`config.mk`:
```
export PLATFORM = sky130hd
export DESIGN_NAME = i2c_target_flat
export DESIGN_NICKNAME = d
export VERILOG_FILES = /design/src/rtl/i2c_pkg.sv /design/src/rtl/i2c_target_if.sv /design/src/rtl/i2c_line_sync.sv /design/src/rtl/i2c_target.sv /design/src/flat_wrapper.sv
export SDC_FILE = /design/constraint.sdc
export NUM_CORES = 1
export LEC_CHECK = 0
export ABC_AREA = 0
export CORE_MARGIN = 2
export CORE_UTILIZATION = 60
export CTS_BUF_LIST = sky130_fd_sc_hd__clkbuf_16
export CTS_CLUSTER_SIZE = 28
export DETAILED_ROUTE_END_ITERATION = 8
export DONT_BUFFER_PORTS = 1
export PLACE_DENSITY = 0.75
export SLEW_MARGIN = 20
export SYNTH_ARGS = -nofsm -noshare
export SYNTH_HDL_FRONTEND = slang
export SYNTH_SLANG_ARGS = --single-unit
```
`constraint.sdc`:
```
create_clock -name clk -period 2.3 [get_ports clk]
set_clock_uncertainty 0.1 [all_clocks]
set_input_delay 0.345 -clock clk [delete_from_list [all_inputs] [get_ports clk]]
set_output_delay 0.345 -clock clk [all_outputs]
set_load 0.01 [all_outputs]
```
`src/rtl/i2c_pkg.sv`:
```
// Shared types and constants for the I2C target endpoint.
package i2c_pkg;

   typedef enum logic [2:0] {
      ST_IDLE,
      ST_ADDR,
      ST_ADDR_ACK,
      ST_RX_DATA,
      ST_RX_ACK,
      ST_TX_DATA,
      ST_TX_ACK,
      ST_WAIT_STOP
   } i2c_tgt_state_t;

   localparam logic I2C_ACK     = 1'b0;
   localparam logic I2C_NACK    = 1'b1;
   localparam logic I2C_RW_READ = 1'b1;

   // Bits per byte minus one; bit_cnt counts down from here to 0.
   localparam logic [2:0] BIT_CNT_TOP = 3'd7;

   // Every register of the target datapath, updated together each clk.
   typedef struct packed {
      logic       sda_oe;
      logic       busy;
      logic       rw;
      logic [2:0] bit_cnt;
      logic [7:0] rx_shift;
      logic [7:0] tx_shift;
      logic [7:0] rx_data;
      logic       rx_valid;
      logic       tx_req;
   } i2c_tgt_regs_t;

endpackage

```
`src/rtl/i2c_target_if.sv`:
```
// Bus and byte-port signals of the I2C target, seen from target and host side.
interface i2c_target_if;

   logic       scl_i;
   logic       sda_i;
   logic       sda_oe;
   logic [7:0] rx_data;
   logic       rx_valid;
   logic       tx_req;
   logic [7:0] tx_data;
   logic       busy;
   logic       rw_o;

   modport slave (
      input  scl_i, sda_i, tx_data,
      output sda_oe, rx_data, rx_valid, tx_req, busy, rw_o
   );

   modport master (
      output scl_i, sda_i, tx_data,
      input  sda_oe, rx_data, rx_valid, tx_req, busy, rw_o
   );

endinterface

```
`src/rtl/i2c_line_sync.sv`:
```
// Synchronizes raw SCL/SDA and derives SCL edges plus START/STOP conditions.
module i2c_line_sync #(
   parameter int SYNC_STAGES = 2
) (
   input  logic clk,
   input  logic resetN,
   input  logic scl_i,
   input  logic sda_i,
   output logic scl_rise,
   output logic scl_fall,
   output logic start_det,
   output logic stop_det,
   output logic sda_s
);

   logic [SYNC_STAGES-1:0] scl_sync;
   logic [SYNC_STAGES-1:0] sda_sync;
   logic                   scl_s;
   logic                   scl_p;
   logic                   sda_p;

   // Synchronizer chains plus one previous sample of each line for edge detection.
   always_ff @(posedge clk or negedge resetN) begin
      if (!resetN) begin
         // NOTE: reset to the idle bus level (high) so releasing reset never looks like an edge.
         scl_sync <= '1;
         sda_sync <= '1;
         scl_p    <= 1'b1;
         sda_p    <= 1'b1;
      end else begin
         // NOTE: non-blocking assignments so every flop samples the pre-edge value of its neighbour.
         scl_sync <= {scl_sync[SYNC_STAGES-2:0], scl_i};
         sda_sync <= {sda_sync[SYNC_STAGES-2:0], sda_i};
         scl_p    <= scl_sync[SYNC_STAGES-1];
         sda_p    <= sda_sync[SYNC_STAGES-1];
      end
   end

   assign scl_s     = scl_sync[SYNC_STAGES-1];
   assign sda_s     = sda_sync[SYNC_STAGES-1];
   assign scl_rise  =  scl_s & ~scl_p;
   assign scl_fall  = ~scl_s &  scl_p;
   // SDA moving while SCL stays high marks a bus condition, never data.
   assign start_det =  scl_s & scl_p &  sda_p & ~sda_s;
   assign stop_det  =  scl_s & scl_p & ~sda_p &  sda_s;

endmodule

```
`src/rtl/i2c_target.sv`:
```
// I2C target endpoint: address match, write bytes out, read bytes in, open-drain SDA.
module i2c_target
   import i2c_pkg::*;
#(
   parameter logic [6:0] TARGET_ADDR = 7'h50,
   parameter int         SYNC_STAGES = 2
) (
   input  logic         clk,
   input  logic         resetN,
   i2c_target_if.slave  bus
);

   logic           scl_rise;
   logic           scl_fall;
   logic           start_det;
   logic           stop_det;
   logic           sda_s;
   logic [7:0]     byte_in;
   logic           addr_match;
   i2c_tgt_state_t state_q;
   i2c_tgt_state_t state_d;
   i2c_tgt_regs_t  q;
   i2c_tgt_regs_t  d;

   i2c_line_sync #(.SYNC_STAGES(SYNC_STAGES)) u_sync (
      .clk       (clk),
      .resetN    (resetN),
      .scl_i     (bus.scl_i),
      .sda_i     (bus.sda_i),
      .scl_rise  (scl_rise),
      .scl_fall  (scl_fall),
      .start_det (start_det),
      .stop_det  (stop_det),
      .sda_s     (sda_s)
   );

   // Byte as it will look once the bit sampled at this scl_rise is shifted in.
   assign byte_in    = {q.rx_shift[6:0], sda_s};
   assign addr_match = (byte_in[7:1] == TARGET_ADDR);

   // State register.
   always_ff @(posedge clk or negedge resetN) begin
      if (!resetN) state_q <= ST_IDLE;
      else         state_q <= state_d;
   end

   // Next-state logic; STOP beats START, and both beat any SCL edge.
   always_comb begin
      // NOTE: default first so no path leaves state_d unassigned (no latch).
      state_d = state_q;
      if (stop_det) begin
         state_d = ST_IDLE;
      end else if (start_det) begin
         state_d = ST_ADDR;
      end else begin
         case (state_q)
            ST_ADDR:
               if (scl_rise && q.bit_cnt == 3'd0)
                  state_d = addr_match ? ST_ADDR_ACK : ST_WAIT_STOP;
            // sda_oe low on a fall means the ACK is not yet driven; high means it ends.
            ST_ADDR_ACK:
               if (scl_fall && q.sda_oe)
                  state_d = (q.rw == I2C_RW_READ) ? ST_TX_DATA : ST_RX_DATA;
            ST_RX_DATA:
               if (scl_rise && q.bit_cnt == 3'd0) state_d = ST_RX_ACK;
            ST_RX_ACK:
               if (scl_fall && q.sda_oe) state_d = ST_RX_DATA;
            ST_TX_DATA:
               if (scl_fall && q.bit_cnt == 3'd0) state_d = ST_TX_ACK;
            // A NACK leaves at the rise, so any fall seen here follows an ACK.
            ST_TX_ACK:
               if (scl_rise && sda_s == I2C_NACK) state_d = ST_WAIT_STOP;
               else if (scl_fall)                 state_d = ST_TX_DATA;
            default: ;
         endcase
      end
   end

   // Datapath and output next values for the current state and bus events.
   always_comb begin
      d          = q;
      d.rx_valid = 1'b0;
      d.tx_req   = 1'b0;
      if (stop_det) begin
         d.sda_oe  = 1'b0;
         d.busy    = 1'b0;
         d.bit_cnt = BIT_CNT_TOP;
      end else if (start_det) begin
         d.sda_oe  = 1'b0;
         d.bit_cnt = BIT_CNT_TOP;
      end else begin
         case (state_q)
            ST_ADDR:
               if (scl_rise) begin
                  d.rx_shift = byte_in;
                  d.bit_cnt  = q.bit_cnt - 3'd1;
                  if (q.bit_cnt == 3'd0) begin
                     d.bit_cnt = BIT_CNT_TOP;
                     if (addr_match) begin
                        d.rw   = byte_in[0];
                        d.busy = 1'b1;
                     end
                  end
               end
            ST_ADDR_ACK, ST_RX_ACK:
               if (scl_fall) begin
                  if (!q.sda_oe) begin
                     d.sda_oe = 1'b1;
                  end else if (state_q == ST_ADDR_ACK && q.rw == I2C_RW_READ) begin
                     // Hold SDA until the first read bit is loaded one clk after tx_req.
                     d.tx_req = 1'b1;
                  end else begin
                     d.sda_oe = 1'b0;
                  end
               end
            ST_RX_DATA:
               if (scl_rise) begin
                  d.rx_shift = byte_in;
                  d.bit_cnt  = q.bit_cnt - 3'd1;
                  if (q.bit_cnt == 3'd0) begin
                     d.bit_cnt  = BIT_CNT_TOP;
                     d.rx_data  = byte_in;
                     d.rx_valid = 1'b1;
                  end
               end
            ST_TX_DATA:
               if (q.tx_req) begin
                  d.tx_shift = bus.tx_data;
                  d.sda_oe   = ~bus.tx_data[7];
               end else if (scl_fall) begin
                  if (q.bit_cnt == 3'd0) begin
                     d.sda_oe  = 1'b0;
                     d.bit_cnt = BIT_CNT_TOP;
                  end else begin
                     d.tx_shift = {q.tx_shift[6:0], 1'b0};
                     d.sda_oe   = ~q.tx_shift[6];
                     d.bit_cnt  = q.bit_cnt - 3'd1;
                  end
               end
            ST_TX_ACK:
               if (scl_rise && sda_s == I2C_NACK) begin
                  d.busy = 1'b0;
               end else if (scl_fall) begin
                  d.tx_req  = 1'b1;
                  d.bit_cnt = BIT_CNT_TOP;
               end
            ST_WAIT_STOP:
               d.sda_oe = 1'b0;
            default: ;
         endcase
      end
   end

   // Datapath register; the asynchronous reset releases SDA immediately.
   always_ff @(posedge clk or negedge resetN) begin
      if (!resetN) q <= '0;
      else         q <= d;
   end

   assign bus.sda_oe   = q.sda_oe;
   assign bus.rx_data  = q.rx_data;
   assign bus.rx_valid = q.rx_valid;
   assign bus.tx_req   = q.tx_req;
   assign bus.busy     = q.busy;
   assign bus.rw_o     = q.rw;

endmodule

```
`src/flat_wrapper.sv`:
```
// flat-port wrapper written by rule: the top's interface ports become plain ports
module i2c_target_flat import i2c_pkg::*;
#(
   parameter logic [6:0] TARGET_ADDR = 7'h50,
   parameter int         SYNC_STAGES = 2
)
  (clk, resetN, bus_scl_i, bus_sda_i, bus_tx_data, bus_sda_oe, bus_rx_data, bus_rx_valid, bus_tx_req, bus_busy, bus_rw_o);
  i2c_target_if bus_i ();
  input  logic clk;
  input  logic resetN;
  input wire logic [$bits(bus_i.scl_i)-1:0] bus_scl_i;
  input wire logic [$bits(bus_i.sda_i)-1:0] bus_sda_i;
  input wire logic [$bits(bus_i.tx_data)-1:0] bus_tx_data;
  output wire logic [$bits(bus_i.sda_oe)-1:0] bus_sda_oe;
  output wire logic [$bits(bus_i.rx_data)-1:0] bus_rx_data;
  output wire logic [$bits(bus_i.rx_valid)-1:0] bus_rx_valid;
  output wire logic [$bits(bus_i.tx_req)-1:0] bus_tx_req;
  output wire logic [$bits(bus_i.busy)-1:0] bus_busy;
  output wire logic [$bits(bus_i.rw_o)-1:0] bus_rw_o;
  assign bus_i.scl_i = bus_scl_i;
  assign bus_i.sda_i = bus_sda_i;
  assign bus_i.tx_data = bus_tx_data;
  assign bus_sda_oe = bus_i.sda_oe;
  assign bus_rx_data = bus_i.rx_data;
  assign bus_rx_valid = bus_i.rx_valid;
  assign bus_tx_req = bus_i.tx_req;
  assign bus_busy = bus_i.busy;
  assign bus_rw_o = bus_i.rw_o;
  i2c_target #(.TARGET_ADDR(TARGET_ADDR), .SYNC_STAGES(SYNC_STAGES)) u_core (.clk(clk), .resetN(resetN), .bus(bus_i));
endmodule
```
## Word level (Yosys, flattened, before mapping)

Cells that the tools add are included.

- Flip-flop bits (word level): 40
- Input bits: 12
- Output and inout bits: 13

- $add $sub $neg: 1
- Equal/unequal tests: 30
- Muxes and demuxes: 51
- Bitwise operators: 15
- Reduce and logical (&&, ||, !) cells: 21

Operator list:

| cell | count |
|---|---|
| 3-bit two-way mux | 18 |
| 4-bit by 1-bit != test with 1-bit output (second input constant) | 10 |
| 8-bit two-way mux | 3 |
| 3-bit one-hot mux with 6 select lines | 1 |
| 1-bit two-way mux | 16 |
| 5-bit AND reduction | 3 |
| 7-bit one-hot mux with 2 select lines | 1 |
| 7-bit AND reduction | 2 |
| 13-bit two-way mux | 1 |
| 3-bit equality test (second input constant) | 4 |
| 3-bit by 1-bit != test with 1-bit output (second input constant) | 4 |
| 3-bit one-hot mux with 4 select lines | 1 |
| 6-bit AND reduction | 2 |
| 11-bit two-way mux | 1 |
| 2-bit two-way mux | 5 |
| 5-bit by 1-bit != test with 1-bit output (second input constant) | 2 |
| 4-bit by 2-bit != test with 1-bit output (second input constant) | 2 |
| 1-bit NOT | 8 |
| 8-bit nonzero test | 1 |
| 1-bit AND | 7 |
| 7-bit equality test (second input constant) | 1 |
| 3-bit by 2-bit equality test with 1-bit output (second input constant) | 2 |
| 2-bit by 1-bit != test with 1-bit output (second input constant) | 3 |
| 6-bit nonzero test | 1 |
| 13 further kinds | 19 |

## Logic depth before layout (Yosys ltp)

Gate-level depths: netlist of run 1.

- Depth in word-level cells: 8
- Mapped depth: 8

## Modules after synthesis

A second synthesis of run 1 with hierarchy kept.

- Cell total of the unflattened synthesis: 187
- Area total of the unflattened synthesis: 2,100.8 um^2

By module, submodules not included:

| module | times used | cells an instance | area each (um^2) |
|---|---|---|---|
| i2c_target | 1 | 177 | 1,910.6 |
| i2c_line_sync | 1 | 10 | 190.2 |

## Worst setup path after synthesis of run 1

No wires, ideal clock.

- Path kind: reg2reg
- Start point: register u_core.q[26] in the netlist's numbering
- End point: register u_core.q, in the netlist u_core.bus.rx_data[0]
- Setup time: 128 ps
- Arrival: 1,567 ps
- Path slack: 505 ps
- Stages on the path, launching flop included: 7
- Buffers on the path: 1
- Clock period less this slack: 1,795 ps
- Cells stage by stage: dfrtp_1 > inv_1 > ha_1 > nor2b_1 > and3_1 > buf_2 > mux2_1

- Cells in the longest elaborated chain, start to end: 2

Ends and longest elaborated chain:

| element | RTL line | RTL |
|---|---|---|
| start, declared | i2c_target.sv:22 | `i2c_tgt_regs_t q;` |
| start signal, assigned | i2c_target.sv:156 | `if (!resetN) q <= '0;` |
| start signal, assigned | i2c_target.sv:157 | `else q <= d;` |
| 3-bit logical NOT | i2c_target.sv:120 | `if (q.bit_cnt == 3'd0) begin` |
| 5-bit AND reduction (no line) | - |  |

Every way passes these cells.
A chain may end at the register's enable or synchronous reset.

## Worst setup path after layout of run 1

- Start point: register u_core.q[26] in the netlist's numbering
- End point: register u_core.q, in the netlist u_core.bus.rx_data[7]

Same word-level chain as after synthesis.

==> flow_summary_export.csv, run 1 <==
group,metric,value,unit
drt,wl_per_cell,16.0,um
clock_tree,clock_sinks,39,
global_route,use_met3,0.0536,
finish,synthToLayoutAreaGrowth,8.61,%
clock_tree,cts_tree,"built",
worst_setup_path,cp_slowest_stage_delay,480,ps
yosys,synth_edf_count,0,
pwr,finalPower,2.76,mW
hold_path,holdCritPathClass,"in -> reg",
finish,diodes,0,
global_route,grt_overflow,0,
timing,setup_viol_count_final,0,
timing,relSlewSlack,0.513,
timing,fmax,469,MHz
pwr,powerDensity,1190,mW/mm^2
pwr,combPwrFrac,0.350,
worst_setup_path,cp_slowest_cell,"and3_1",
yosys,yosysSeqAreaShare,0.460,
timing,whs,125,ps
pwr,swShare,0.343,
yosys,synthTopCellsByArea,"dfrtp_1 (39%), dfstp_2 (7.4%), mux2_1 (4.7%)",
yosys,syn_inst,207,
global_route,antenna_found_initial,0,
drt,first_pass_iters,6,
yosys,async_reset_ff_frac,1.00,
timing,setup_tns,0,ps
worst_setup_path,path_cells,"inv_1, ha_1, nor2b_1, and3_1, mux2_1",
clock_tree,htreeDepth,2,
placed_design,dp_slack,157,ps
die,coreArea,0.00339,mm^2
yosys,synthTopCellsByCount,"dfrtp_1 (33), a21oi_1 (20), nor2_1 (15), buf_2 (10), mux2_1 (9)",
finish,layout.nets,216,
yosys,syn_nets,221,
drt,detail-route-antenna-nets,0,
clock_tree,clk_pin_slew,60,ps
timing,period_needed,2130,ps
worst_setup_path,critical_path_class,"reg -> reg",
global_route,grt_pass1_vias,1549,
worst_setup_path,reg2reg_from,"u_core.q[26]",
clock_tree,cts_setup_buffers,0,
yosys,synth_top_area_cell,"dfrtp_1",
worst_setup_path,critPathBufInv,1,
placed_design,dp.final_hpwl,2710,um
timing,rsz0062_at_grt,"false",
pwr,leakage,0.991,nW
pwr,p_switching,946,uW
clock_tree,clock_latency,280,ps
yosys,yosysUniqueCellTypes,56,
yosys,synth_area,0.00214,mm^2
run_status,status,"complete, no violations",
die,dieArea,0.00406,mm^2
clock_tree,numCtsBuffers,5,
timing,slew_violations,0,
run,drv_cap,0,
yosys,ys_warn_count,0,
clock_tree,cts_root_buf,"clkbuf_16",
yosys,yosysMostFrequentCell,"dfrtp_1",
drt,vias,1530,
timing,hold_viol,0,
pwr,power_frac_seq,0.372,
placed_design,portBuffers,0,
die,die-width,63.7,um
drt,drt-initial-drc-count,152,
global_route,grt_pass1_wl,7050,um
timing,worst_pin_slew,726,ps
placed_design,placed_area,0.00211,mm^2
pwr,ir_worst_vdd,0.752,mV
timing,final.setup.worst_slack,168,ps
global_route,grt.busiest_layer,"met2",
drt,detail_route.vias_per_cell,6.14,
die,row_count,21,
global_route,grtUsageMet1,0.285,
worst_setup_path,start_kind,"flip-flop",
global_route,grt_max_degree,40,
yosys,yosysTopAreaCellShare,0.386,
hold_path,worst_hold_startpoint,"bus_tx_data[0]",
worst_setup_path,crit_start,"u_core.q[26]",
global_route,met2_usage,0.367,
worst_setup_path,cp.required,2360,ps
pwr,p_int,1.81,mW
placed_design,globalplace.congestion,0.859,
worst_setup_path,arrival,2190,ps
global_route,track_usage,0.222,
die,pin_count,25,
timing,min_period_over_period,0.927,
yosys,ys_seq_elements,39,
pwr,power_frac_clock,0.277,
drt,route.detailed.drc,0,
finish,drive_gt1_frac,0.163,
drt,wl,3980,um
clock_tree,cts_buffer_depth,2,
yosys,synth_flop_cell,"dfrtp_1",
yosys,synth.avg_cell_area,10.3,um^2
die,die_y,63.7,um
finish,design_area,0.00232,mm^2
worst_setup_path,cp_max_fo,9,
die,initial_core_util,0.630,
worst_setup_path,end_kind,"flip-flop",
worst_setup_path,critical-path-top-delay-family,"simple AND/OR/NAND/NOR gates",
==> registers in the layout, indices dropped and copies added, names as in the netlist <==
signal	cells
u_core.bus.busy	1
u_core.bus.rw_o	1
u_core.bus.rx_data	8
u_core.bus.rx_valid	1
u_core.bus.sda_oe	1
u_core.bus.tx_req	1
u_core.byte_in	7
u_core.q	10
u_core.state_q	3
u_core.u_sync.scl_p	1
u_core.u_sync.scl_sync	2
u_core.u_sync.sda_p	1
u_core.u_sync.sda_sync	2
==> path summary, 6_finish.rpt <==
path,end,slack (ps),cells after the start
worst min-delay path,u_core.q[10],130,2
worst min register to register,u_core.u_sync.sda_sync[1],260,0
worst max-delay path,u_core.bus.rx_data[7],170,5
min in group asynchronous,u_core.state_q[1],410,2
max in group asynchronous,u_core.u_sync.sda_p,1420,2
worst max register to register,u_core.bus.rx_data[7],170,5
==> per-layer routing <==
| metal | vias up | share of wire |
|---|---|---|
| li1 | 728 | - |
| met4 | 0 | 0.0096 |
| met1 | 765 | 0.45 |
| met5 | - | 0 |
| met2 | 33 | 0.49 |
| met3 | 4 | 0.050 |
==> power by group through the flow <==
| stage | Sequential [mW] | Clock [mW] | Combinational (mW) |
|---|---|---|---|
| final | 1.03 | 0.765 | 0.965 |
| after global routing | 1.05 | 0.804 | 1.09 |
| after CTS | 1.02 | 0.772 | 0.968 |
| after detailed placement | 1.04 | 0 | 0.933 |
| after global placement | 1.02 | 0 | 0.896 |
| after floorplan | 0.955 | 0 | 0.857 |
==> per-stage QoR <==
step / std cells / util
finish: 249 / 0.685
global placement: 237 / 0.622
floorplan: 207 / -
detailed placement: 237 / 0.622
global route: 249 / 0.685
CTS: 249 / 0.685
==> what timing repair did <==
item | CTS | global route
hold buffers | 4 | 0
hold endpoints to repair | 41 | 0
resized for setup | 0 | 0
==> layout by cell type, fill, tap and decap left out, types with 4 or more instances in the layout <==
master     netlist  layout
buf_4            8       6
mux2i_1          7       7
clkbuf_16        0       5
nand3_1          4       4
o21a_1           4       4
dfrtp_1         33      33
nor2_1          15      15
mux2_1           9       9
dfstp_2          6       6
a21oi_1         20      20
a31oi_1          4       4
mux2_2           7       7
o21ai_0          7       7
nor3_1           4       4
inv_1            5       5
nand2_1          7       7
nand2b_1         6       6
==> cell type report <==
cell class / instances / area [um^2]
clock inverter: 3 / 38.8
inverter: 5 / 18.8
multi-input combinational: 141 / 1000
clock buffer: 5 / 125
timing repair buffer: 10 / 95.1
fill: 247 / 1070
sequential: 39 / 983
tap: 46 / 57.6
==> cells by family after synthesis <==
| logic type | count (synthesis) | share of synthesized area |
|---|---|---|
| AO/OA/AOI/OAI | 55 | 0.172 |
| XOR/XNOR | 3 | 0.0123 |
| adder cells (fa/ha/maj) | 2 | 0.0117 |
| buffers and inverters | 27 | 0.0708 |
| flip-flops | 39 | 0.460 |
| multiplexers | 23 | 0.117 |
| AND/OR/NAND/NOR | 58 | 0.156 |
Note: power is estimated with default switching activity, not from simulation.
==> run 2, diff against run 1 <==
--- a/config.mk
+++ b/config.mk
@@ -6,6 +6,7 @@
 export NUM_CORES = 1
 export LEC_CHECK = 0
 export ABC_AREA = 0
+export CAP_MARGIN = 10
 export CORE_MARGIN = 2
 export CORE_UTILIZATION = 60
 export CTS_BUF_LIST = sky130_fd_sc_hd__clkbuf_16
==> results of run 2 <==
Final layout, timing and power as in run 1 (identical DEF).
==> run 3, diff against run 2 <==
--- a/config.mk
+++ b/config.mk
@@ -6,7 +6,7 @@
 export NUM_CORES = 1
 export LEC_CHECK = 0
 export ABC_AREA = 0
-export CAP_MARGIN = 10
+export CAP_MARGIN = 25
 export CORE_MARGIN = 2
 export CORE_UTILIZATION = 60
 export CTS_BUF_LIST = sky130_fd_sc_hd__clkbuf_16
@@ -14,6 +14,7 @@
 export DETAILED_ROUTE_END_ITERATION = 8
 export DONT_BUFFER_PORTS = 1
 export PLACE_DENSITY = 0.75
+export RECOVER_POWER = 50
 export SLEW_MARGIN = 20
 export SYNTH_ARGS = -nofsm -noshare
 export SYNTH_HDL_FRONTEND = slang
==> run 3 against run 2 <==
Net effect:
- cell count is the same
- register-to-register slack is essentially flat
- flip-flop and latch count is the same
- count of clock-buffer cells in the layout is the same
==> flow_summary_export.csv, run 3 (synthesis results as in run 1) <==
group,metric,value,unit
run_status,status,"complete, no violations",
worst_setup_path,start_kind,"flip-flop",
global_route,grt_pass1_wl,7050,um
worst_setup_path,end_kind,"flip-flop",
drt,drt-initial-drc-count,127,
timing,period_needed,2140,ps
pwr,power_frac_seq,0.373,
timing,final.setup.worst_slack,164,ps
timing,rsz0062_at_grt,"false",
worst_setup_path,r2r_slack,160,ps
finish,finalCoreUtilization,0.679,
finish,multi_input_area,0.00100,mm^2
timing,setup_tns,0,ps
global_route,grt_pass1_vias,1549,
hold_path,holdCritPathClass,"in -> reg",
timing,fmax,468,MHz
clock_tree,htreeDepth,2,
placed_design,globalplace.congestion,0.859,
hold_path,worstHoldPathCells,2,
pwr,combPwrFrac,0.349,
clock_tree,clock_latency,280,ps
worst_setup_path,cp_max_fo,9,
clock_tree,cts_root_buf,"clkbuf_16",
worst_setup_path,reg2regPathDepth,5,
drt,wl_per_cell,15.8,um
global_route,antenna_found_initial,0,
global_route,track_usage,0.222,
finish,layout.nets,216,
worst_setup_path,critical_path_class,"reg -> reg",
timing,setup_viol_count_final,0,
finish,max_flop_register,"u_core.q",
placed_design,dp.final_hpwl,2710,um
drt,wl,3950,um
timing,worst_pin_slew,919,ps
pwr,powerDensity,1190,mW/mm^2
clock_tree,cts-hold-fix-buffers,4,
drt,vias,1522,
die,pin_count,25,
die,coreArea,0.00339,mm^2
die,dieArea,0.00406,mm^2
global_route,grt_overflow,0,
drt,first_pass_iters,4,
finish,synthToLayoutAreaGrowth,7.73,%
die,die_y,63.7,um
die,die-width,63.7,um
finish,register_area,983,um^2
drt,detail_route.vias_per_cell,6.11,
pwr,swShare,0.343,
die,row_count,21,
clock_tree,clk_pin_slew,60,ps
hold_path,min_delay_worst_endpoint,"u_core.q[10]",
finish,final_cells,249,
hold_path,worst_hold_startpoint,"bus_tx_data[0]",
die,initial_core_util,0.630,
finish,drive_gt1_frac,0.158,
clock_tree,numCtsBuffers,5,
worst_setup_path,cp.required,2360,ps
clock_tree,clock_sinks,39,
timing,slew_violations,0,
finish,final_common_cell,"dfrtp_1",
placed_design,dpl.cell_count,237,
timing,hold_viol,0,
clock_tree,cts_tree,"built",
clock_tree,cts_buffer_depth,2,
pwr,power_frac_clock,0.278,
global_route,grt_max_degree,40,
placed_design,portBuffers,0,
worst_setup_path,regToRegEndpoint,"u_core.bus.rx_data[7]",
finish,mostFrequentLayoutCells,"dfrtp_1 (33), a21oi_1 (20), nor2_1 (15), mux2_1 (9)",
worst_setup_path,reg2reg_from,"u_core.q[26]",
timing,min_period_over_period,0.929,
pwr,ir_worst_vdd,0.753,mV
pwr,p_int,1.81,mW
worst_setup_path,arrival,2190,ps
finish,largest_reg_flops,10,
run,drv_cap,0,
timing,relSlewSlack,0.387,
pwr,p_switching,943,uW
clock_tree,ctsResizeCount,0,
drt,route.detailed.drc,0,
drt,detail-route-antenna-nets,0,
placed_design,dp_slack,157,ps
clock_tree,cts_setup_buffers,0,
finish,diodes,0,
pwr,leakage,0.983,nW
finish,fill_cells,251,
## run 3: changes by cell type in the layout (fill, tap and decap cells not counted)
| cell | change |
|---|---|
| buf_12 | -1 |
| buf_4 | -1 |
| clkbuf_1 | +1 |
| clkbuf_2 | +1 |
## run 3: routing by layer
layer  vias up  part of all wire  track usage
met5         -                 0            0
met4         0            0.0096       0.0761
met3         4             0.047       0.0536
met2        39              0.50        0.367
met1       750              0.44        0.285
li1        729                 -            -
## run 3: worst max path at each step
stage	from	to	slack [ps]	cells past startpoint
after floorplan	u_core.q[26]	u_core.bus.rx_data[0]	510	6
after global placement	u_core.q[26]	u_core.bus.rx_data[6]	260	5
after detailed placement	u_core.q[26]	u_core.bus.rx_data[7]	160	5
after CTS	u_core.q[26]	u_core.bus.rx_data[7]	150	5
after global routing	u_core.q[26]	u_core.bus.rx_data[4]	7	5
final	u_core.q[26]	u_core.bus.rx_data[7]	160	5
## run 3: power by group through the flow
| stage | Combinational (mW) | Sequential [mW] | Clock [mW] |
|---|---|---|---|
| global route | 1.09 | 1.05 | 0.804 |
| detailed placement | 0.933 | 1.04 | 0 |
| floorplan | 0.857 | 0.955 | 0 |
| global placement | 0.896 | 1.02 | 0 |
| finish | 0.960 | 1.03 | 0.763 |
| CTS | 0.968 | 1.02 | 0.772 |
## run 3: worst max-delay path: stages, from the launching register on
cell and delay (ps):
dfrtp_1 380, inv_1 100, ha_1 160, nor2b_1 410, and3_1 490, mux2_1 380
## run 3: area by class of cell
type	count	share of cell area
clock buffer	5	0.0543
clock inverter	3	0.0168
inverter	5	0.00815
multi-input combinational	141	0.435
sequential	39	0.427
tap	46	0.0250
timing repair buffer	10	0.0332
## run 3: per-stage QoR
step | power [mW] | area (um^2) | hold WS [ps]
2_1_floorplan | 1.81 | 2140 | -50.6
3_3_place_gp | 1.92 | 2110 | -49.5
3_5_place_dp | 1.97 | 2110 | -49.8
4_1_cts | 2.76 | 2320 | 126
5_1_grt | 2.94 | 2300 | 150
6_report | 2.75 | 2300 | 125
